## src/rtl/hs_arb_pkg.sv

```systemverilog
// Shared definitions for the source-domain handshake arbiter:
// FSM state encoding, default geometry and the index-width helper.
package hs_arb_pkg;

  localparam int NREQ_DEFAULT = 4;
  localparam int DW_DEFAULT   = 26;

  typedef enum logic [1:0] {
    ST_IDLE  = 2'd0,
    ST_ISSUE = 2'd1,
    ST_WAIT  = 2'd2
  } arb_state_e;

  // Bits needed to index n entries (minimum 1 so a degenerate case still has a bit).
  function automatic int idx_width(input int n);
    int w;
    w = 0;
    while ((1 << w) < n) w++;
    if (w < 1) w = 1;
    return w;
  endfunction

endpackage

```

## src/rtl/hs_src_arbiter_rr_pick.sv

```systemverilog
// Combinational round-robin picker: searches req_valid starting at ptr and
// wrapping modulo NREQ; the first set bit found wins. NREQ is a power of two,
// so the index addition wraps on its own.
module rr_pick
  import hs_arb_pkg::*;
#(
  parameter int NREQ = NREQ_DEFAULT,
  localparam int IDW = idx_width(NREQ)
) (
  input  logic [NREQ-1:0] req_valid,
  input  logic [IDW-1:0]  ptr,
  output logic [IDW-1:0]  grant,
  output logic            any
);

  logic [IDW-1:0] cand;

  // Walk from the farthest offset down to ptr so the closest valid overwrites last.
  always_comb begin
    grant = '0;
    any   = 1'b0;
    cand  = '0;
    for (int i = NREQ - 1; i >= 0; i--) begin
      cand = ptr + IDW'(i);
      if (req_valid[cand]) begin
        grant = cand;
        any   = 1'b1;
      end
    end
  end

endmodule

```

## src/rtl/hs_src_arbiter.sv

```systemverilog
// Round-robin scheduler sharing one handshake-synchronizer source port among
// NREQ clk-domain requesters. One word per transfer is registered onto hs_din
// as {id, payload} with a single-cycle hs_sready pulse, then the block waits
// for the synchronizer to report idle again.
//
// Optional build macro: HS_ARB_TIMEOUT_EN enables a WAIT-state watchdog that
// raises the sticky err flag after TIMEOUT cycles in WAIT.
//
// Handshake semantics: req_ready is a one-cycle accept pulse; a requester
// whose req_valid is high in the cycle req_ready[i] is high has had its word
// taken and may then drop or advance its data. Requesters hold req_valid
// until accepted; a valid that drops early is simply no longer considered.
// hs_sidle is only sampled in IDLE and WAIT, never in ISSUE, because the
// synchronizer derives it combinationally from hs_sready.
module hs_src_arbiter
  import hs_arb_pkg::*;
#(
  parameter int NREQ    = NREQ_DEFAULT,
  parameter int DW      = DW_DEFAULT,
  parameter int TIMEOUT = 1023,
  localparam int IDW    = idx_width(NREQ)
) (
  input  logic                clk,
  input  logic                rst_n,
  input  logic [NREQ-1:0]     req_valid,
  input  logic [NREQ*DW-1:0]  req_data,
  output logic [NREQ-1:0]     req_ready,
  output logic                hs_sready,
  output logic [IDW+DW-1:0]   hs_din,
  input  logic                hs_sidle,
  output logic                busy,
  output logic                err,
  output logic [1:0]          dbg_state
);

  // Elaboration-time legality checks on the configuration.
  if (NREQ < 2 || NREQ > 8 || (NREQ & (NREQ - 1)) != 0) begin : g_bad_nreq
    $error("hs_src_arbiter: NREQ must be a power of two in 2..8");
  end
  if (TIMEOUT < 1) begin : g_bad_timeout
    $error("hs_src_arbiter: TIMEOUT must be at least 1");
  end

  arb_state_e      state, state_nxt;
  logic [IDW-1:0]  rr_ptr;
  logic [IDW-1:0]  pick_idx;
  logic            pick_any;

  logic            grant_load;
  logic            sready_nxt;
  logic [NREQ-1:0] req_ready_nxt;
  logic            busy_nxt;

  assign dbg_state = state;

  rr_pick #(
    .NREQ (NREQ)
  ) u_rr_pick (
    .req_valid (req_valid),
    .ptr       (rr_ptr),
    .grant     (pick_idx),
    .any       (pick_any)
  );

  // State register.
  always_ff @(posedge clk or negedge rst_n) begin
    if (!rst_n) state <= ST_IDLE;
    else        state <= state_nxt;
  end

  // Next-state logic: grant from IDLE, one ISSUE cycle, then wait for idle.
  always_comb begin
    state_nxt = state;
    case (state)
      ST_IDLE:  if (hs_sidle && pick_any) state_nxt = ST_ISSUE;
      ST_ISSUE: state_nxt = ST_WAIT;
      ST_WAIT:  if (hs_sidle) state_nxt = ST_IDLE;
      default:  state_nxt = ST_IDLE;
    endcase
  end

  // Output decode: next values of the registered outputs and the grant strobe.
  always_comb begin
    grant_load    = (state == ST_IDLE) && hs_sidle && pick_any;
    sready_nxt    = grant_load;
    req_ready_nxt = grant_load ? (NREQ'(1) << pick_idx) : '0;
    busy_nxt      = (state_nxt != ST_IDLE);
  end

  // Registered handshake outputs; pulses last exactly the ISSUE cycle.
  always_ff @(posedge clk or negedge rst_n) begin
    if (!rst_n) begin
      hs_sready <= 1'b0;
      req_ready <= '0;
      busy      <= 1'b0;
    end else begin
      hs_sready <= sready_nxt;
      req_ready <= req_ready_nxt;
      busy      <= busy_nxt;
    end
  end

  // Capture the winning word and advance the rotation pointer past the winner.
  always_ff @(posedge clk or negedge rst_n) begin
    if (!rst_n) begin
      hs_din <= '0;
      rr_ptr <= '0;
    end else if (grant_load) begin
      hs_din <= {pick_idx, req_data[pick_idx*DW +: DW]};
      rr_ptr <= pick_idx + IDW'(1);
    end
  end

`ifdef HS_ARB_TIMEOUT_EN
  localparam int WD_W = idx_width(TIMEOUT + 1);

  logic [WD_W-1:0] wd_cnt;

  // Watchdog: cleared on the way into WAIT, counts WAIT cycles, saturates at
  // TIMEOUT; err latches once TIMEOUT WAIT cycles have elapsed and stays set.
  always_ff @(posedge clk or negedge rst_n) begin
    if (!rst_n) begin
      wd_cnt <= '0;
      err    <= 1'b0;
    end else begin
      if (state == ST_ISSUE) begin
        wd_cnt <= '0;
      end else if (state == ST_WAIT) begin
        if (wd_cnt != WD_W'(TIMEOUT)) wd_cnt <= wd_cnt + WD_W'(1);
        if (wd_cnt >= WD_W'(TIMEOUT - 1)) err <= 1'b1;
      end
    end
  end
`else
  assign err = 1'b0;
`endif

endmodule

```

## config.mk

```make
export PLATFORM = sky130hd
export DESIGN_NAME = hs_src_arbiter
export DESIGN_NICKNAME = d
export VERILOG_FILES = /design/src/rtl/hs_arb_pkg.sv /design/src/rtl/hs_src_arbiter_rr_pick.sv /design/src/rtl/hs_src_arbiter.sv
export SDC_FILE = /design/constraint.sdc
export NUM_CORES = 1
export LEC_CHECK = 0
export ABC_CLOCK_PERIOD_IN_PS = 5800
export BUFFER_PORTS_ARGS = -buffer_cell sky130_fd_sc_hd__buf_2
export CELL_PAD_IN_SITES_DETAIL_PLACEMENT = 1
export CELL_PAD_IN_SITES_GLOBAL_PLACEMENT = 1
export CORE_UTILIZATION = 35
export CTS_CLUSTER_DIAMETER = 50
export DETAILED_ROUTE_END_ITERATION = 10
export GPL_TIMING_DRIVEN = 0
export PLACE_DENSITY = 0.91
export SETUP_SLACK_MARGIN = 0.5
export SYNTH_ARGS = -nofsm -noshare
export SYNTH_HDL_FRONTEND = slang
export SYNTH_HIERARCHICAL = 1
export SYNTH_SLANG_ARGS = --single-unit
export TNS_END_PERCENT = 5
```

## constraint.sdc

```tcl
create_clock -name clk -period 5.8 [get_ports clk]
set_input_delay 0.58 -clock clk [delete_from_list [all_inputs] [get_ports clk]]
set_output_delay 0.58 -clock clk [all_outputs]
set_load 0.02 [all_outputs]
```

; Yosys cells after proc, flatten, opt, wreduce, memory -nomap -nowiden
; Cells that the tools add are included.
[word_totals]
out_inout_bits = 37
in_bits = 111
reg_bits = 38
word_cells = 44
[op_classes]
eq_ne = 2
mul = 1
n_reduce_logical = 5
n_shift = 2
order_cmp = 4
add_sub_neg = 4
muxes = 20
[op_table]
columns = cell, count
row1 = $shiftx 104x8->26, 1
row2 = $lt 2x3->1 const B, 4
row3 = $mux 2, 6
row4 = $bmux 1 s2, 4
row5 = $mux 1, 8
row6 = $mul 2x4->6 const B, 1
row7 = $pmux 2 s3, 1
row8 = $add 2x1->2 const B, 2
row9 = $add 2x2->2 const B, 2
row10 = $mux 4, 1
row11 = $shl 1x2->4 const A, 1
row12 = $logic_and 1x1->1, 3
row13 = $eq 2x1->1 const B, 1
row14 = $eq 2x2->1 const B, 1
row15 = $logic_not 2->1, 1
row16 = $reduce_bool 2->1, 1

; Logic depth before layout (Yosys ltp)
; Gate-level depths: netlist of the first run.
[depth]
ltp_word = 11
mapped_depth = 8
mapped_depth_nobuf = 6

; Cells and area by module
; The synthesis of the first run kept the hierarchy.
[modules_own_cells]
columns = mod, area_per_inst_um2, cells_per_inst, seq_area_each_um2, n_inst
row1 = hs_src_arbiter, 2203.4, 122, 950.9, 1
row2 = rr_pick, 77.6, 13, 0.0, 1

; Worst setup path after synthesis of the first run
; OpenSTA, ideal clock, no wires.
[synth_path]
path_type = input to register
startpoint = in req_valid[1]
endpoint = reg hs_din[19]
required_ns = 5.675
n_path_buf = 2
cell_stages = 7
t_arrival_ns = 2.121
setup_ns = 0.125
path_slack_ns = 3.554
cell_sequence = nor3b_1 a211oi_1 nor2_1 buf_2 buf_1 mux4_2 mux2_4
[synth_between]
elab_chain_cells = 8
word_cells_on_any_way = 19
classes_between = mul: 1 / shift: 1 / mux: 16 / reduce/logical: 1
[synth_lines]
columns = item, line_no
row1 = from (decl), hs_src_arbiter.sv:25  ; input logic [NREQ-1:0] req_valid,
row2 = $bmux 1 s2, hs_src_arbiter_rr_pick.sv:25  ; if (req_valid[cand]) begin
row3 = $mux 1 (implied by the code), hs_src_arbiter_rr_pick.sv:25
row4 = $mux 2 (3 in series), hs_src_arbiter_rr_pick.sv:25
row5 = $mux 2 (*), hs_src_arbiter_rr_pick.sv:25
row6 = net pick_idx[1], hs_src_arbiter.sv:46  ; logic [IDW-1:0] pick_idx;
row7 = $mul 2x4->6 (*), hs_src_arbiter.sv:109  ; hs_din <= {pick_idx, req_data[pick_idx*DW +: DW]};
row8 = $shiftx 104x8->26 (*), hs_src_arbiter.sv:109
row9 = to (signal assigned), hs_src_arbiter.sv:109
row10 = to (decl), hs_src_arbiter.sv:29  ; output logic [IDW+DW-1:0] hs_din,
; Mark *: on every way through the listed nets, which the timed path passes. The rest lies on a longest branch. The select of a mux whose other input is x is not followed.
; A chain may end at the register's enable or synchronous reset.

; Worst setup path in the final report of the first run
[layout_path]
startpoint = reg rr_ptr[1]
endpoint = reg rr_ptr[1]
[layout_between]
elab_chain_cells = 8
word_cells_on_any_way = 21
classes_between = add/sub: 4 / mux: 16 / reduce/logical: 1
[layout_lines]
columns = item, line_no
row1 = from (decl), hs_src_arbiter.sv:45  ; logic [IDW-1:0] rr_ptr;
row2 = from (signal assigned), hs_src_arbiter.sv:110  ; rr_ptr <= pick_idx + IDW'(1);
row3 = $add 2x2->2, hs_src_arbiter_rr_pick.sv:24  ; cand = ptr + IDW'(i);
row4 = $bmux 1 s2, hs_src_arbiter_rr_pick.sv:25
row5 = $mux 1 (implied by the code), hs_src_arbiter_rr_pick.sv:25
row6 = $mux 2 (3 in series), hs_src_arbiter_rr_pick.sv:25
row7 = $mux 2 (*), hs_src_arbiter_rr_pick.sv:25
row8 = net pick_idx[1], hs_src_arbiter.sv:46
row9 = $add 2x1->2 (*), hs_src_arbiter.sv:110
; Marks and branches as above.

==> results of run 1 <==
[final cells by class]
cell class                      count  area share (%)
Multi-Input combinational cell     84            38.4
Sequential cell                    38            29.8
Timing Repair Buffer              146            22.9
Buffer                             11            3.10
Tap cell                           77            3.02
Clock buffer                        6            2.59
Inverter                            2           0.235
[registers in the layout, indices dropped and copies added, names as in the netlist]
signal / flops
req_ready: 4
hs_din: 28
hs_sready: 1
rr_ptr: 2
dbg_state: 2
busy: 1
[worst max-delay path by stage]
stage | from | to | cells past startpoint | slack [ns]
2_1_floorplan | req_valid[1] | hs_din[19] | 7 | 3.55
3_3_place_gp | req_valid[1] | rr_ptr[1] | 9 | 3.03
3_5_place_dp | req_valid[1] | rr_ptr[1] | 9 | 3.00
4_1_cts | rr_ptr[1] | rr_ptr[1] | 8 | 3.26
5_1_grt | rr_ptr[1] | rr_ptr[1] | 8 | 3.08
6_report | rr_ptr[1] | rr_ptr[1] | 8 | 3.30
[metrics by stage]
step | worst slack, ns | std cells | hold slack [ns] | power, W | area [sq um]
final | 3.30 | 364 | 0.416 | 0.00151 | 3190
after global routing | 3.08 | 364 | 0.481 | 0.00162 | 3190
after global placement | 3.03 | 358 | 0.482 | 0.00132 | 3110
after floorplan | 3.55 | 135 | 0.284 | 0.00109 | 2280
after CTS | 3.26 | 364 | 0.435 | 0.00154 | 3190
after detailed placement | 3.00 | 358 | 0.494 | 0.00136 | 3110
[worst max-delay path, stage by stage (launching register included)]
cell and delay (ns):
dfrtp_1 0.44, nor3b_1 0.21, a211oi_1 0.07, nor2_1 0.18
buf_2 0.28, buf_1 0.49, inv_1 0.15, ha_1 0.31
mux2_2 0.26
[cell families after synthesis]
family | Yosys count
AOI/OAI and AO/OA | 5
adders and majority gates | 4
buffers and inverters | 13
DFF | 38
muxes | 57
other | 1
and+or+nand+nor | 17
[cell usage in the layout, fill, tap and decap left out, types with 4 or more instances in the layout]
| master | count |
|---|---|
| mux4_1 | 8 |
| mux2_4 | 18 |
| clkbuf_8 | 6 |
| mux4_2 | 18 |
| ha_1 | 4 |
| buf_4 | 4 |
| buf_2 | 148 |
| mux2_2 | 12 |
| and2_1 | 4 |
| dfrtp_1 | 38 |
| nor2_1 | 5 |
[metal layers]
metal  vias up  track usage (%)  part of all wire (%)
li1        828                -                     -
met1       926             19.7                    36
met2        84             33.6                    57
met3         6             3.41                   5.8
met4         0             6.55                   1.0
met5         -                0                     0
[report_power, final]
part           leakage (nW)  total [W]  internal (W)  switching (W)
Sequential            0.457   0.000468      0.000391      0.0000777
Combinational          1.13   0.000869      0.000456       0.000413
Clock                0.0431   0.000177     0.0000917      0.0000850
==> flow_metrics.tcl, run 1 <==
set metrics [dict create \
    synthesis.nets 250 \
    drive_above_1_share_pct 73.2 \
    grt.total_usage_pct 17.9 \
    first_pass_iters 6 \
    yosys_register_bits 38 \
    vias 1844 \
    yosysWarnings 6 \
    drtAntennaViolNets 0 \
    synthTopCellsByCount "dfrtp_1 (38), mux2_4 (18), mux4_2 (18)" \
    seqCellArea_sq_um 951 \
    cts_resized 0 \
    wirelength_um 6150 \
    p_leak_nw 1.63 \
    drv_cap 0 \
    cts_max_level 2 \
    nFillCells 730 \
    nets 403 \
    place.gp.congestion 0.727 \
    port_buffers 146 \
    hold_buffers 0 \
    synthArstFlopShare_pct 100 \
    timing.rr.end "rr_ptr[1]" \
    synth-xor-area-share_pct 0 \
    die-area_sq_um 6840 \
    netlist_instances 135 \
    synth.top_cell.area_share_pct 41.7 \
    synth-compound-area-share_pct 1.81 \
    slew_headroom_pct 42.2 \
    cp.arrival_ns 2.67 \
    postCtsSetupBuffers 0 \
    hold_class "in -> async" \
    cp-start-kind "flop" \
    overflow 0 \
    synth-simple-area-share_pct 4.28 \
    rsz0062_at_grt "no" \
    antenna_found_initial 0 \
    path_max_fanout 10 \
    synth.avg_cell_area_sq_um 16.9 \
    status "finished clean" \
    drtIter0Drc 56 \
    final_core_util_pct 50.5 \
    period_share_pct 43.1 \
    hold_viol 0 \
    fmax_mhz 400 \
    grt_max_degree 39 \
    hpwl_um 4940 \
    num_rows 29 \
    clk_pin_slew_ns 0.07 \
    initial_core_util_pct 36.1 \
    cp.required_ns 5.97 \
    cts_root_buf "clkbuf_8" \
    yosysMostFrequentCell "dfrtp_1" \
    multi_input_area_sq_um 1220 \
    synth_top_family_by_area "multiplexers" \
    finalSetupTns_ns 0 \
    tightestPinTransition_ns 0.868 \
    clk_path_buf_depth 2 \
    netlist_area_sq_um 2280 \
    skew_ns 0.00662 \
    reg2reg_from "rr_ptr[1]" \
    finalSetupViolations 0 \
    grt_pass1_wl_um 8890 \
    synthAdderAreaFrac_pct 2.19 \
    via_per_inst 5.07 \
    p_per_area_nw_per_um2 474 \
    yosysUniqueCellTypes 26 \
    synthFlopType "dfrtp_1" \
    reg2reg_depth 8 \
    synth-seq-area-share_pct 41.7 \
    diodes 0 \
    cts_tree "done" \
    numCtsBuffers 5 \
    die_height_um 82.7 \
    boundaryPins 148 \
    core_sq_um 6310 \
    ir_drop_v 0.000201 \
    slew_violations 0 \
    fin_crit_ns 2.50 \
    cts_sinks 38 \
    synthMuxAreaShare_pct 45.2 \
    die_w_um 82.7 \
    clk_latency_ns 0.28 \
    drc 0 \
    synthTopCellsByArea "dfrtp_1 (42%), mux4_2 (18%), mux2_4 (12%), mux4_1 (9.2%), mux2_2 (5.9%)" \
    synth-edff-count 0 \
    synthToLayoutAreaGrowth_pct 39.9 \
    path_class "reg -> reg" \
    crit_path_end_kind "flop" \
    wl_per_cell_um 16.9 \
    grt_pass1_vias 1932 \
    rrSetupSlack_ns 3.30 \
    synth_top_area_cell "dfrtp_1" \
]
Note: power is estimated with default switching activity, not from simulation.
==> inputs of run 2 (changes only) <==
--- a/config.mk
+++ b/config.mk
@@ -5,15 +5,15 @@
 export SDC_FILE = /design/constraint.sdc
 export NUM_CORES = 1
 export LEC_CHECK = 0
-export ABC_CLOCK_PERIOD_IN_PS = 5800
+export ABC_CLOCK_PERIOD_IN_PS = 2250
 export BUFFER_PORTS_ARGS = -buffer_cell sky130_fd_sc_hd__buf_2
 export CELL_PAD_IN_SITES_DETAIL_PLACEMENT = 1
 export CELL_PAD_IN_SITES_GLOBAL_PLACEMENT = 1
-export CORE_UTILIZATION = 35
+export CORE_UTILIZATION = 29
 export CTS_CLUSTER_DIAMETER = 50
 export DETAILED_ROUTE_END_ITERATION = 10
 export GPL_TIMING_DRIVEN = 0
-export PLACE_DENSITY = 0.91
+export PLACE_DENSITY = 0.81
 export SETUP_SLACK_MARGIN = 0.5
 export SYNTH_ARGS = -nofsm -noshare
 export SYNTH_HDL_FRONTEND = slang
==> constraint.sdc (replaced) <==
create_clock -name clk -period 2.25 [get_ports clk]
set_input_delay 0.225 -clock clk [delete_from_list [all_inputs] [get_ports clk]]
set_output_delay 0.225 -clock clk [all_outputs]
set_load 0.02 [all_outputs]
==> flow_metrics.tcl, run 2 (same netlist as run 1, synthesis figures left out) <==
set metrics [dict create \
    status "finished clean" \
    clk_pin_slew_ns 0.08 \
    synthToLayoutAreaGrowth_pct 47.7 \
    top_register "hs_din" \
    grt_max_degree 39 \
    initial_core_util_pct 30.8 \
    crit_path_start "rr_ptr[1]" \
    boundaryPins 148 \
    vias 1841 \
    wl_met3_um 346 \
    wirelength_um 6270 \
    tightestPinTransition_ns 0.878 \
    num_rows 31 \
    switching_share_pct 35.4 \
    grt_pass1_vias 2080 \
    nFillCells 826 \
    drive_above_1_share_pct 75.3 \
    final_area_sq_um 3370 \
    pwr-share-comb_pct 55.0 \
    cp-start-kind "flop" \
    hold_viol 0 \
    final_common_cell "buf_2" \
    die-area_sq_um 8220 \
    p_leak_nw 1.71 \
    hpwl_um 4960 \
    largest_reg_flops 28 \
    clk_path_buf_depth 2 \
    power.switching_w 0.00151 \
    first_pass_iters 4 \
    wl_per_cell_um 15.9 \
    antenna_found_initial 0 \
    die_w_um 90.7 \
    grt_pass1_wl_um 10000 \
    crit_path_end_kind "flop" \
    hold_class "in -> async" \
    cts_root_buf "clkbuf_8" \
    overflow 0 \
    cts_tree "done" \
    grt.total_usage_pct 15.8 \
    reg2reg_from "rr_ptr[1]" \
    period_share_pct 93.8 \
    port_buffers 146 \
    slew_headroom_pct 41.5 \
    cp.arrival_ns 2.29 \
    clk_latency_ns 0.29 \
    p_per_area_nw_per_um2 1270 \
    nets 409 \
    numCtsBuffers 5 \
    wl_met2_um 3510 \
    fmax_mhz 474 \
    path_max_fanout 10 \
    fin_crit_ns 2.11 \
    maxUsedRoutingLayer "met4" \
    drt-met1-wl_um 2340 \
    drv_cap 0 \
    core_sq_um 7410 \
    drtAntennaViolNets 0 \
    via_per_inst 4.67 \
    seqPwrFrac_pct 28.1 \
    hold_buffers 0 \
    rrSetupSlack_ns 0.14 \
    slew_violations 0 \
    drc 0 \
    die_height_um 90.7 \
    place.gp.congestion 0.757 \
    cts_max_level 2 \
    rsz0062_at_grt "yes" \
    cp.required_ns 2.43 \
    drtIter0Drc 37 \
    top_regs "hs_din x28, req_ready x4" \
    final_core_util_pct 45.5 \
    path_class "reg -> reg" \
    finalSetupViolations 0 \
    timing.rr.end "hs_din[0]" \
    cell_internal_pwr_w 0.00276 \
    p_clk_share_pct 16.9 \
    cts_sinks 38 \
    skew_ns 0.00785 \
    placed_cell_area_sq_um 3140 \
    diodes 0 \
    reg2reg_depth 6 \
    ir_drop_v 0.000532 \
    final_cell_mix "buf_2 (147), dfrtp_1 (37), mux4_2 (18), mux2_4 (18), mux2_2 (12)" \
]
## run 2: cell types whose count changed in the layout (fill, tap and decap cells not counted)
| cell | previous run | this run |
|---|---|---|
| nor3b_1 | 1 | 0 |
| dfrtp_1 | 38 | 37 |
| bufinv_16 | 0 | 2 |
| buf_6 | 1 | 2 |
| dfrtp_2 | 0 | 1 |
| buf_2 | 148 | 147 |
| nor3b_2 | 0 | 1 |
| buf_12 | 2 | 4 |
| buf_1 | 2 | 0 |
| buf_4 | 4 | 10 |
## run 2: cell type report
cell class	instances	area, sq um	share of cell area [%]
buffer	11	113	3.34
clock buffer	6	82.6	2.45
clock inverter	2	60.1	1.78
inverter	2	7.51	0.223
multi-input combinational	84	1230	36.5
sequential	38	952	28.3
tap	99	124	3.68
timing repair buffer	152	801	23.8
## run 2: power by group through the flow
stage / combinational [W] / sequential, W / clock [W]
after floorplan: 0.00125 / 0.00156 / 0
after detailed placement: 0.00227 / 0.00120 / 0
after global routing: 0.00252 / 0.00125 / 0.000759
after global placement: 0.00222 / 0.00119 / 0
final: 0.00235 / 0.00120 / 0.000720
after CTS: 0.00239 / 0.00120 / 0.000739
## run 2: how the worst max path moves through the flow
stage,end,slack [ns],depth (start not counted)
6_report,hs_din[0],0.14,6
4_1_cts,hs_din[0],0.10,7
3_3_place_gp,rr_ptr[1],-0.02,8
2_1_floorplan,hs_din[19],0.22,6
3_5_place_dp,rr_ptr[1],-0.1,8
5_1_grt,hs_din[0],0.05,7
## run 2: repair_timing
item                       CTS  global route
pin swaps                    2             2
resized for setup            5             1
setup endpoints to repair   33            33
buffers inserted             5             1
## run 2: routing by layer
| metal | GRT usage [%] | up-vias |
|---|---|---|
| met4 | 4.44 | 0 |
| met5 | 0 | - |
| met2 | 30.4 | 84 |
| met3 | 3.70 | 5 |
| met1 | 17.1 | 910 |
| li1 | - | 842 |
## run 2: through the flow
step	setup TNS (ns)	hold slack, ns	power (W)	std cells	worst slack (ns)
after floorplan	0	-0.0706	0.00281	135	0.222
after global placement	-0.0208	0.383	0.00341	380	-0.0208
after detailed placement	-0.966	0.393	0.00348	380	-0.0965
after CTS	0	0.0768	0.00433	393	0.103
after global routing	0	0.107	0.00453	394	0.0494
final	0	0.0377	0.00427	394	0.139
## run 2: worst max-delay path: stages, from the launching register on
cell and delay, ns:
dfrtp_2 0.45, mux2i_1 0.14, a211oi_2 0.25, buf_6 0.20
buf_12 0.16, mux4_2 0.52, mux2_4 0.27
==> inputs of run 3 (changes only) <==
--- a/config.mk
+++ b/config.mk
@@ -5,15 +5,15 @@
 export SDC_FILE = /design/constraint.sdc
 export NUM_CORES = 1
 export LEC_CHECK = 0
-export ABC_CLOCK_PERIOD_IN_PS = 2250
+export ABC_CLOCK_PERIOD_IN_PS = 2100
 export BUFFER_PORTS_ARGS = -buffer_cell sky130_fd_sc_hd__buf_2
 export CELL_PAD_IN_SITES_DETAIL_PLACEMENT = 1
 export CELL_PAD_IN_SITES_GLOBAL_PLACEMENT = 1
-export CORE_UTILIZATION = 29
+export CORE_UTILIZATION = 32
 export CTS_CLUSTER_DIAMETER = 50
 export DETAILED_ROUTE_END_ITERATION = 10
 export GPL_TIMING_DRIVEN = 0
-export PLACE_DENSITY = 0.81
+export PLACE_DENSITY = 0.85
 export SETUP_SLACK_MARGIN = 0.5
 export SYNTH_ARGS = -nofsm -noshare
 export SYNTH_HDL_FRONTEND = slang
==> constraint.sdc (replaced) <==
create_clock -name clk -period 2.1 [get_ports clk]
set_input_delay 0.21 -clock clk [delete_from_list [all_inputs] [get_ports clk]]
set_output_delay 0.21 -clock clk [all_outputs]
set_load 0.02 [all_outputs]
==> flow_metrics.tcl, run 3 (same netlist as run 1, synthesis figures left out) <==
set metrics [dict create \
    crit_path_start "rr_ptr[1]" \
    first_pass_iters 4 \
    cts_sinks 38 \
    path_class "reg -> reg" \
    slew_headroom_pct 42.9 \
    drv_cap 0 \
    via_per_inst 4.70 \
    period_share_pct 98.8 \
    crit_path_end_kind "flop" \
    clk_pin_slew_ns 0.07 \
    synthToLayoutAreaGrowth_pct 46.0 \
    top_register "hs_din" \
    core_sq_um 6830 \
    tightestPinTransition_ns 0.856 \
    cts_tree "done" \
    fin_crit_ns 2.07 \
    place.gp.congestion 0.708 \
    final_core_util_pct 48.8 \
    nets 409 \
    placed_cell_area_sq_um 3130 \
    rrSetupSlack_ns 0.03 \
    skew_ns 0.00429 \
    fmax_mhz 482 \
    final_common_cell "buf_2" \
    drive_above_1_share_pct 78.0 \
    dp_slack_ns -0.152 \
    p_leak_nw 1.69 \
    clk_path_buf_depth 2 \
    clk_latency_ns 0.28 \
    diodes 0 \
    die_height_um 86.4 \
    seqCellArea_sq_um 953 \
    grt_pass1_vias 2147 \
    die-area_sq_um 7470 \
    reg2reg_depth 6 \
    finalWorstSetupSlack_ns 0.0253 \
    initial_core_util_pct 33.4 \
    hold_viol 0 \
    die_w_um 86.4 \
    wirelength_um 6460 \
    finalSetupViolations 0 \
    drtIter0Drc 51 \
    reg2reg_from "rr_ptr[1]" \
    largest_reg_flops 28 \
    grt.total_usage_pct 18.1 \
    grt_pass1_wl_um 10200 \
    top_regs "hs_din x28, req_ready x4" \
    cp.arrival_ns 2.24 \
    slew_violations 0 \
    hold_class "in -> async" \
    cts_max_level 2 \
    path_max_fanout 10 \
    nFillCells 778 \
    drtAntennaViolNets 0 \
    wl_per_cell_um 16.5 \
    cts_root_buf "clkbuf_8" \
    final_cell_mix "buf_2 (147), dfrtp_1 (36), mux4_2 (26)" \
    num_rows 30 \
    rsz0062_at_grt "yes" \
    multi_input_area_sq_um 1220 \
    p_per_area_nw_per_um2 1360 \
    overflow 0 \
    cp.required_ns 2.27 \
    cp-start-kind "flop" \
    antenna_found_initial 0 \
    port_buffers 146 \
    ir_drop_v 0.000501 \
    grt_max_degree 39 \
    vias 1838 \
    status "finished clean" \
    final_area_sq_um 3330 \
    boundaryPins 148 \
    hpwl_um 5060 \
    numCtsBuffers 5 \
    drc 0 \
]
## run 3: cell types whose count changed in the layout (fill, tap and decap cells not counted)
cell,previous run,this run
mux2_2,12,5
mux4_1,8,0
buf_4,10,9
mux4_2,18,26
clkinv_2,0,2
mux2_4,18,25
bufinv_16,2,1
buf_8,0,1
nor3b_1,0,1
nor3b_2,1,0
clkbuf_8,6,5
dfrtp_1,37,36
dfrtp_2,1,2
## run 3: power by group
group | switching, W | leakage (nW) | internal, W
Combinational | 0.00119 | 1.17 | 0.00145
Sequential | 0.000214 | 0.455 | 0.00108
Clock | 0.000253 | 0.0579 | 0.000350
## run 3: per-stage QoR
stage	hold slack, ns	TNS (ns)	total power, W	cells
global placement	0.358	-2.00	0.00364	377
detailed placement	0.377	-2.45	0.00374	377
floorplan	-0.0856	0	0.00301	135
global route	0.0978	-1.18	0.00484	391
finish	0.0340	0	0.00454	391
CTS	0.0612	-0.578	0.00459	389
## run 3: final timing paths
kind	endpoint
min in group clk	dbg_state[0]
worst min-delay path	dbg_state[1]
worst max register to register	hs_din[1]
worst min register to register	hs_din[16]
worst max-delay path	hs_din[1]
max in group asynchronous	rr_ptr[0]
## run 3: cell type report
cell class                      count  area share (%)
Buffer                             11            3.61
Clock buffer                        5            2.07
Clock inverter                      3            1.20
Inverter                            2           0.225
Multi-Input combinational cell     84            36.6
Sequential cell                    38            28.6
Tap cell                           96            3.61
Timing Repair Buffer              152            24.0
## run 3: routing by layer
layer | part of all wire (%) | vias to the layer above | track usage [%]
li1 | - | 834 | -
met3 | 4.6 | 4 | 3.24
met1 | 36 | 915 | 19.0
met4 | 0.90 | 0 | 5.15
met5 | 0 | - | 0
met2 | 59 | 85 | 36.1
## run 3: repair_timing
| item | CTS | global route |
|---|---|---|
| hold buffers | 0 | 0 |
| pin swaps | 1 | 3 |
| gates resized for setup | 21 | 2 |
| setup buffers | 4 | 2 |
| setup endpoints to repair | 33 | 34 |
## run 3: worst max-delay path, stage by stage, from the launching register on
cell and delay [ns]:
dfrtp_2 0.45, mux2i_1 0.15, a211oi_2 0.24, buf_6 0.19, buf_12 0.16, mux4_2 0.51
mux2_4 0.27
